<file path="src/rtl/dw_fifo_pop_stream.sv">
// rtl/dw_fifo_pop_stream.sv - FIFO pop-side reader presenting words as a registered valid/ready stream
//
// Purpose:
//   Sits in the pop clock domain of a fall-through FIFO and drives its pop
//   interface. Popped words go into a 2-entry output buffer: slot0 is the
//   head and drives out_data, slot1 is the skid slot.
//
// Optional feature macro: FIFO_POP_WCNT_EN (adds out_word_count and its counter)
//
// Ports:
//   clk            in   pop-domain clock, rising edge
//   reset          in   synchronous active-high reset
//   flush          in   drop all buffered words, no pop in that cycle
//   pop_empty      in   FIFO empty flag
//   pop_error      in   FIFO pop error flag
//   fifo_data      in   word at the FIFO head (valid while pop_req_n is low)
//   pop_req_n      out  active-low pop request to the FIFO
//   out_valid      out  out_data holds a valid word
//   out_ready      in   downstream accepts when out_valid & out_ready
//   out_data       out  head word of the output buffer
//   err_flag       out  sticky (err_mode=0) or one-cycle-delayed (err_mode=1) pop error
//   out_word_count out  accepted-word count, FIFO_POP_WCNT_EN only

module dw_fifo_pop_stream #(
  parameter int width     = 8,
  parameter int err_mode  = 0,
  parameter int cnt_width = 16
) (
  input  logic                 clk,
  input  logic                 reset,
  input  logic                 flush,
  input  logic                 pop_empty,
  input  logic                 pop_error,
  input  logic [width-1:0]     fifo_data,
  output logic                 pop_req_n,
  output logic                 out_valid,
  input  logic                 out_ready,
  output logic [width-1:0]     out_data,
`ifdef FIFO_POP_WCNT_EN
  output logic [cnt_width-1:0] out_word_count,
`endif
  output logic                 err_flag
);

  logic [1:0]       cnt_q, cnt_d;
  logic [width-1:0] slot0_q, slot0_d;
  logic [width-1:0] slot1_q, slot1_d;
  logic             valid_q;
  logic             err_q, err_d;
  logic             pop;
  logic             acc;

  // Pop decision uses only registered occupancy, so out_ready never reaches
  // the FIFO combinationally.
  assign pop_req_n = ~(~reset & ~flush & ~pop_empty & (cnt_q != 2'd2));
  assign pop       = ~pop_req_n;
  assign acc       = valid_q & out_ready;

  always_comb begin
    cnt_d   = cnt_q;
    slot0_d = slot0_q;
    slot1_d = slot1_q;
    if (flush) begin
      // Slots keep their contents; out_data simply holds the old head.
      cnt_d = 2'd0;
    end else begin
      unique case ({pop, acc})
        2'b10: begin
          if (cnt_q == 2'd0) slot0_d = fifo_data;
          else               slot1_d = fifo_data;
          cnt_d = cnt_q + 2'd1;
        end
        2'b01: begin
          // Draining the last word leaves slot0 untouched so out_data holds.
          if (cnt_q == 2'd2) slot0_d = slot1_q;
          cnt_d = cnt_q - 2'd1;
        end
        2'b11: begin
          // Only reachable at cnt=1: the new word replaces the departing head.
          slot0_d = fifo_data;
        end
        default: ;
      endcase
    end
  end

  always_comb begin
    if (err_mode == 0) err_d = err_q | pop_error;
    else               err_d = pop_error;
  end

  always_ff @(posedge clk) begin
    if (reset) begin
      cnt_q   <= 2'd0;
      slot0_q <= '0;
      slot1_q <= '0;
      valid_q <= 1'b0;
      err_q   <= 1'b0;
    end else begin
      cnt_q   <= cnt_d;
      slot0_q <= slot0_d;
      slot1_q <= slot1_d;
      valid_q <= (cnt_d != 2'd0);
      err_q   <= err_d;
    end
  end

  assign out_valid = valid_q;
  assign out_data  = slot0_q;
  assign err_flag  = err_q;

`ifdef FIFO_POP_WCNT_EN
  logic [cnt_width-1:0] wcnt_q;

  // Counts accepts including one in a flush cycle; wraps naturally.
  always_ff @(posedge clk) begin
    if (reset)    wcnt_q <= '0;
    else if (acc) wcnt_q <= wcnt_q + cnt_width'(1);
  end

  assign out_word_count = wcnt_q;
`endif

endmodule

</file>
<file path="config.mk">
export PLATFORM = sky130hd
export DESIGN_NAME = dw_fifo_pop_stream
export DESIGN_NICKNAME = d
export VERILOG_FILES = /design/src/rtl/dw_fifo_pop_stream.sv
export SDC_FILE = /design/constraint.sdc
export NUM_CORES = 1
export LEC_CHECK = 0
export ABC_AREA = 1
export BUFFER_PORTS_ARGS = -buffer_cell sky130_fd_sc_hd__buf_2
export CAP_MARGIN = 20
export CELL_PAD_IN_SITES_DETAIL_PLACEMENT = 0
export CELL_PAD_IN_SITES_GLOBAL_PLACEMENT = 1
export CORE_MARGIN = 2
export CORE_UTILIZATION = 32
export DETAILED_ROUTE_END_ITERATION = 12
export GPL_ROUTABILITY_DRIVEN = 1
export PLACE_DENSITY = 0.76
export SLEW_MARGIN = 20
export SYNTH_ARGS = -nofsm -noshare
export SYNTH_HDL_FRONTEND = slang
export SYNTH_SLANG_ARGS = --single-unit
</file>
<file path="constraint.sdc">
create_clock -name clk -period 1.5 [get_ports clk]
set_input_delay 0.075 -clock clk [delete_from_list [all_inputs] [get_ports clk]]
set_output_delay 0.075 -clock clk [all_outputs]
set_load 0.02 [all_outputs]
</file>
### Yosys cells after proc, flatten, opt, wreduce, memory -nomap -nowiden

Index checks and enable logic that the tools add are counted.

* register bits: 20
* latch bits: 0
* RAM bits: 0
* memory bits (read-only): 0
* input bits: 14
* output and inout port bits: 11
* word-level logic and storage cells: 34
* memories kept: 0

* add/sub/neg operators: 2
* $mul: 0
* divide/modulo/power cells: 0
* magnitude comparators: 0
* equality and inequality tests: 7
* shifts and indexed selects: 0
* muxes and demuxes: 5
* bitwise logic cells: 10
* reduce and logical (&&, ||, !) cells: 5

Operator list (count)
* one-hot mux 8 bit (3 select lines): 1
* two-way mux 8 bit: 2
* == test 2 bit (second input constant): 3
* inequality test 2 bit (second input constant): 3
* inverter 1 bit: 5
* bitwise AND 1 bit: 4
* one-hot mux 2 bit (2 select lines): 1
* AND reduction 4 bit: 1
* AND reduction 3 bit: 1
* nonzero test 3 bit: 1
* adder 2 x 1 -> 2 bit (second input constant): 1
* == test 2 x 1 -> 1 bit (second input constant): 1
* logical NOT 2 bit: 1
* two-way mux 2 bit: 1
* nonzero test 2 bit: 1
* subtractor 2 x 1 -> 2 bit (second input constant): 1
* OR 1 bit: 1

### Logic depth before layout (Yosys ltp)

* depth after elaboration: 8
* gate-level depth with buffers: 13
* mapped depth without buffers: 12

### Worst setup path after synthesis

No wires, ideal clock.

* kind: reg-to-reg
* start point: reg cnt_q[0]
* end point: reg valid_q (netlist: out_valid)
* setup time: 118 ps
* arrival: 1583 ps
* required time: 1382 ps
* path slack: -201 ps
* stages on the path, launching flop included: 14
* path buffers: 1
* clock period less this slack: 1701 ps
* cell sequence: dfxtp_1 -> inv_2 -> nand2_1 -> nand2_1 -> nor2_1 -> inv_1 -> ha_1 -> buf_4 -> inv_2 -> nand2_1 -> nand3_1 -> nand2_1 -> nand2_1 -> o21ai_1

* cells in the longest elaborated chain, start to end: 6
* elaborated cells on any way between the ends: 9
* those cells by class: 2 x add/sub; 3 x eq/ne; 2 x mux; 1 x bitwise; 1 x reduce/logical

Ends and longest elaborated chain
* from (decl): RTL line 45 `logic [1:0] cnt_q, cnt_d;`
* from (signal assigned): RTL line 100 `cnt_q <= cnt_d;`
* inequality test 2 bit: RTL line 55 `assign pop_req_n = ~(~reset & ~flush & ~pop_empty & (cnt_q != 2'd2));`
* bitwise AND 1 bit: RTL line 55
* == test 2 x 1 -> 1 bit / == test 2 bit (equally long branches): RTL line 67 `unique case ({pop, acc})`
* one-hot mux 2 bit (2 select lines) *: RTL line 67
* two-way mux 2 bit *: RTL line 63 `if (flush) begin`
* nonzero test 2 bit *: RTL line 103 `valid_q <= (cnt_d != 2'd0);`
* to (signal assigned): RTL line 103
* to (decl): RTL line 48 `logic valid_q;`

Every way passes the cells marked *; elsewhere a longest branch is shown, timed or not.
A chain may end at the register's enable or synchronous reset.

### Worst setup path after layout

* start point: reg cnt_q[0]
* end point: reg slot0_q[3] (netlist: out_data[3])

* cells in the longest elaborated chain, start to end: 5
* elaborated cells on any way between the ends: 12
* those cells by class: 7 x eq/ne; 1 x mux; 1 x bitwise; 3 x reduce/logical

Ends and longest elaborated chain
* inequality test 2 bit: RTL line 55
* bitwise AND 1 bit: RTL line 55
* == test 2 x 1 -> 1 bit / == test 2 bit (equally long branches): RTL line 67
* inequality test 2 bit (no line) / nonzero test 3 bit (equally long branches)
* AND reduction 4 bit (no line)
* to (signal assigned): RTL line 101 `slot0_q <= slot0_d;`
* to (decl): RTL line 46 `logic [width-1:0] slot0_q, slot0_d;`

Several ways; a longest one is shown, not always the timed one.

==> results.txt <==
- Result of the run: finished clean
* Sum Neg Setup Slack: 0 ns
- The number of nets handed over by synthesis was between 150 and 200.
- Across all register-to-register paths, the minimum setup slack is between 0.02 and 0.03 ns.
- The min-delay analysis places its worst path in the category in -> reg.
- The clock net in this run drives a total of 20 sinks.
- Biggest fanout along the worst timing path: 8
- Leakage: roughly 0.75 nW
- Area share of the leading cell type in the synthesized netlist: 0.391
* Worst-skew pair later-pin latency: roughly 0.31 ns
- Global-route wire length before repair: approximately 3.7 mm
- Clock period minus worst slack: 1.47 ns
- Final Power: 1.19 mW
- For this block, the initial DRC count from the detailed router was 21.
* Number of cells traversed by the worst register-to-register path: 12
* Std cell rows: 20
* Signal arrival time at the worst endpoint: around 1.7 ns
- The pre-antenna-repair detailed-routing pass consisted of 4 iterations.
* Count of yosys warnings during synthesis: 0
- In this run the tightest slew margin relative to its limit is 0.648.
- In the final design database the tool counted 207 nets.
* Number of distinct library cells after synthesis: 19
* Bufs on Longest Clock Path: 2
* GP Congestion: around 0.73
- Total die area: ~3700 um^2
* Average cell area after synthesis: around 6.9 um^2
* Number of I/O port buffers: 24
* Global routing usage summed across all routing layers: 0.136
- Sequential power share: 0.464
- The die is about 61 um tall.
- Dividing total power by cell area gives a power density of approximately 800 nW/um^2.
- Detailed placement finished with a half-perimeter wire length of roughly 1.6 mm.
- Across all hold checks on the routed design, the worst slack comes to 0.00765 ns.
* Ranking of synthesized cells by area: sky130_fd_sc_hd__dfxtp_1 (39%), sky130_fd_sc_hd__nand2_1 (17%), sky130_fd_sc_hd__nor2_1 (10%)
- Number of endpoints failing setup at the final stage: 0
- The most critical setup path has its endpoint at out_data[3].
- Entering global routing, the biggest net connects 17 pins.
- Setup repair after global routing missed its margin: true
- Beginning of the critical path: cnt_q[0]
- Of the synthesized area, sequential elements account for 0.391.
* Share of the core filled with cells: 0.490
* Setup crit start kind: flop
* Leading cell type in the layout, fill and taps excluded: sky130_fd_sc_hd__nand2_1
- Reg2Reg Launch Point: cnt_q[0]
* Transition time of the tightest slew-check pin: approximately 0.53 ns
* Worst flop-to-flop path endpoint: out_data[3]
* Deepest level of the CTS H-tree: 1
* Layout overhead on the synthesized area: 46.1%
* Placeable core area: 3050 um^2
* Post-synthesis instance area: 1020 um^2
- Clock tree from TritonCTS: built
- Cell internal power was estimated by the tool at around 0.9 mW.
* Initial standard-cell utilization of the core: 0.335
- Maximum frequency from static timing analysis: 0.679 GHz
- Final-report hold violation count: 0
* Average detailed-routed wire length per instance: between 9 and 10 um
- Synthesis handed over a netlist of between 100 and 150 instances.
- Library cell occupying the most area in the post-synthesis netlist: sky130_fd_sc_hd__dfxtp_1
- The max-slew violation count is 0.
* Required arrival time at the worst endpoint: 1.76 ns
* Share of final-layout standard cells stronger than drive strength 1: 0.402
- The analysis attributes to net switching a power of 0.292 mW.
* Reg clk slew, reported paths: approximately 0.12 ns
* Number of remaining DRC errors: 0
- The routed layout has approximately 990 vias.
- VDD sags by at most ~0.31 mV.
* Total of max-cap violations: 0
- The total overflow left after global routing is 0.
- The number of antenna violations at the first check in global routing came to 0.
- Clock Skew: ~0.0015 ns
- Of the available clock period, the critical path in the final layout requires 0.982.
- Via density: 4.24
- The library cells used most frequently in the layout, excluding fill and tap cells, are sky130_fd_sc_hd__nand2_1 (37), sky130_fd_sc_hd__nor2_1 (25), sky130_fd_sc_hd__buf_2 (24), sky130_fd_sc_hd__dfxtp_1 (19), sky130_fd_sc_hd__inv_1 (14).
- Category of the worst setup path capture point: flop
- Sw Ratio: 0.245
- The number of global-route vias before repair is roughly 850.
- Of the total power, the clock network draws 0.378.
* ANT nets after route: 0
- Ant. Diodes: 0
- Cts bufs inserted: 3
* Synthesis-stage register bit count: 20
- Die width: about 60 um
- Of the total power, combinational logic draws 0.158.
- In this run the count of I/O pins placed on the die edge is 25.
- For this block, the routed nets add up to between 2 and 2.5 mm of wire.
- Critical setup path kind: reg -> reg
* Cell chosen for the clock root: sky130_fd_sc_hd__clkbuf_4
metal layers:
| layer | GRT usage | part of all wire | vias to the layer above |
|---|---|---|---|
| met1 | 0.171 | 0.47 | 440 |
| met5 | 0 | 0 | - |
| li1 | - | - | 527 |
| met3 | 0.0320 | 0.031 | 5 |
| met4 | 0.0559 | 0.017 | 0 |
| met2 | 0.224 | 0.49 | 16 |
final cells by class:
type,instances,area (um^2)
inverter,17,68.8
clock buffer,3,22.5
tap,44,55.1
multi-input combinational,108,631
timing repair buffer,40,287
clock inverter,1,30.0
fill,312,1560
sequential,20,402
flip-flops by register name, summed over array words and instances (netlist names):
register / count
out_data: 8
slot1_q: 8
cnt_q: 2
err_flag: 1
out_valid: 1
Yosys cell counts:
cell type                   n
sky130_fd_sc_hd__ha_1       3
sky130_fd_sc_hd__o21ai_1    1
sky130_fd_sc_hd__nand2_1   46
sky130_fd_sc_hd__buf_12     1
sky130_fd_sc_hd__o21ai_0    8
sky130_fd_sc_hd__buf_4      1
sky130_fd_sc_hd__inv_1     15
sky130_fd_sc_hd__nand3_1    2
sky130_fd_sc_hd__nand3_4    1
sky130_fd_sc_hd__o21ai_2    1
sky130_fd_sc_hd__nand4_1    1
sky130_fd_sc_hd__nor2_1    28
sky130_fd_sc_hd__nor2_2    11
sky130_fd_sc_hd__clkbuf_8   1
sky130_fd_sc_hd__nand2_4    2
sky130_fd_sc_hd__nand2_2    3
sky130_fd_sc_hd__inv_2      2
sky130_fd_sc_hd__a21oi_1    1
sky130_fd_sc_hd__dfxtp_1   20
worst min path at each step:
stage,from,to,slack [ns],cells past startpoint
floorplan,reset,err_flag,0.15,1
global placement,pop_error,err_flag,0.28,3
detailed placement,pop_error,err_flag,0.30,3
CTS,fifo_data[5],slot1_q[5],0.004,3
global route,reset,err_flag,0.02,3
finish,fifo_data[5],slot1_q[5],0.008,3
per-stage QoR:
stage	cells	instance area, um^2	setup slack [ns]
2_1_floorplan	148	1080	-0.0297
3_5_place_dp	222	1280	-0.0695
5_1_grt	233	1500	-0.0687
3_3_place_gp	222	1280	-0.0207
4_1_cts	232	1400	0.00982
6_report	233	1500	0.0266
power by group through the flow:
stage	clock network, mW	registers (mW)	logic, mW
floorplan	0	0.581	0.0862
global placement	0	0.564	0.154
detailed placement	0	0.564	0.155
CTS	0.465	0.553	0.170
global route	0.479	0.554	0.208
finish	0.450	0.552	0.188
cell families (layout without fill, tap and decap cells):
| group | Yosys count | in the layout | synth area share |
|---|---|---|---|
| AND/OR/NAND/NOR | 94 | 94 | 0.412 |
| adder cells (fa/ha/maj) | 3 | 3 | 0.0367 |
| buffers and inverters | 20 | 61 | 0.103 |
| flip-flops | 20 | 20 | 0.391 |
| AO/OA/AOI/OAI | 11 | 11 | 0.0575 |
repair_timing:
action	CTS	global route
cloned	0	1
setup endpoints to repair	10	18
pin swaps	2	11
hold buffers	5	0
resized for setup	0	19
hold endpoints to repair	5	0
setup buffers	1	0
critical path: stages, from the launching register on:
cell and delay [ns]:
sky130_fd_sc_hd__dfxtp_2 0.35, sky130_fd_sc_hd__inv_2 0.04, sky130_fd_sc_hd__nand2_2 0.06, sky130_fd_sc_hd__nand2_2 0.06
sky130_fd_sc_hd__nor2_4 0.14, sky130_fd_sc_hd__inv_4 0.06, sky130_fd_sc_hd__ha_4 0.19, sky130_fd_sc_hd__nand2_4 0.07
sky130_fd_sc_hd__nand3_4 0.09, sky130_fd_sc_hd__clkbuf_16 0.19, sky130_fd_sc_hd__nand2_4 0.06, sky130_fd_sc_hd__nand2_2 0.04
sky130_fd_sc_hd__nor2_2 0.08
Power figures use the tool's default switching activity.
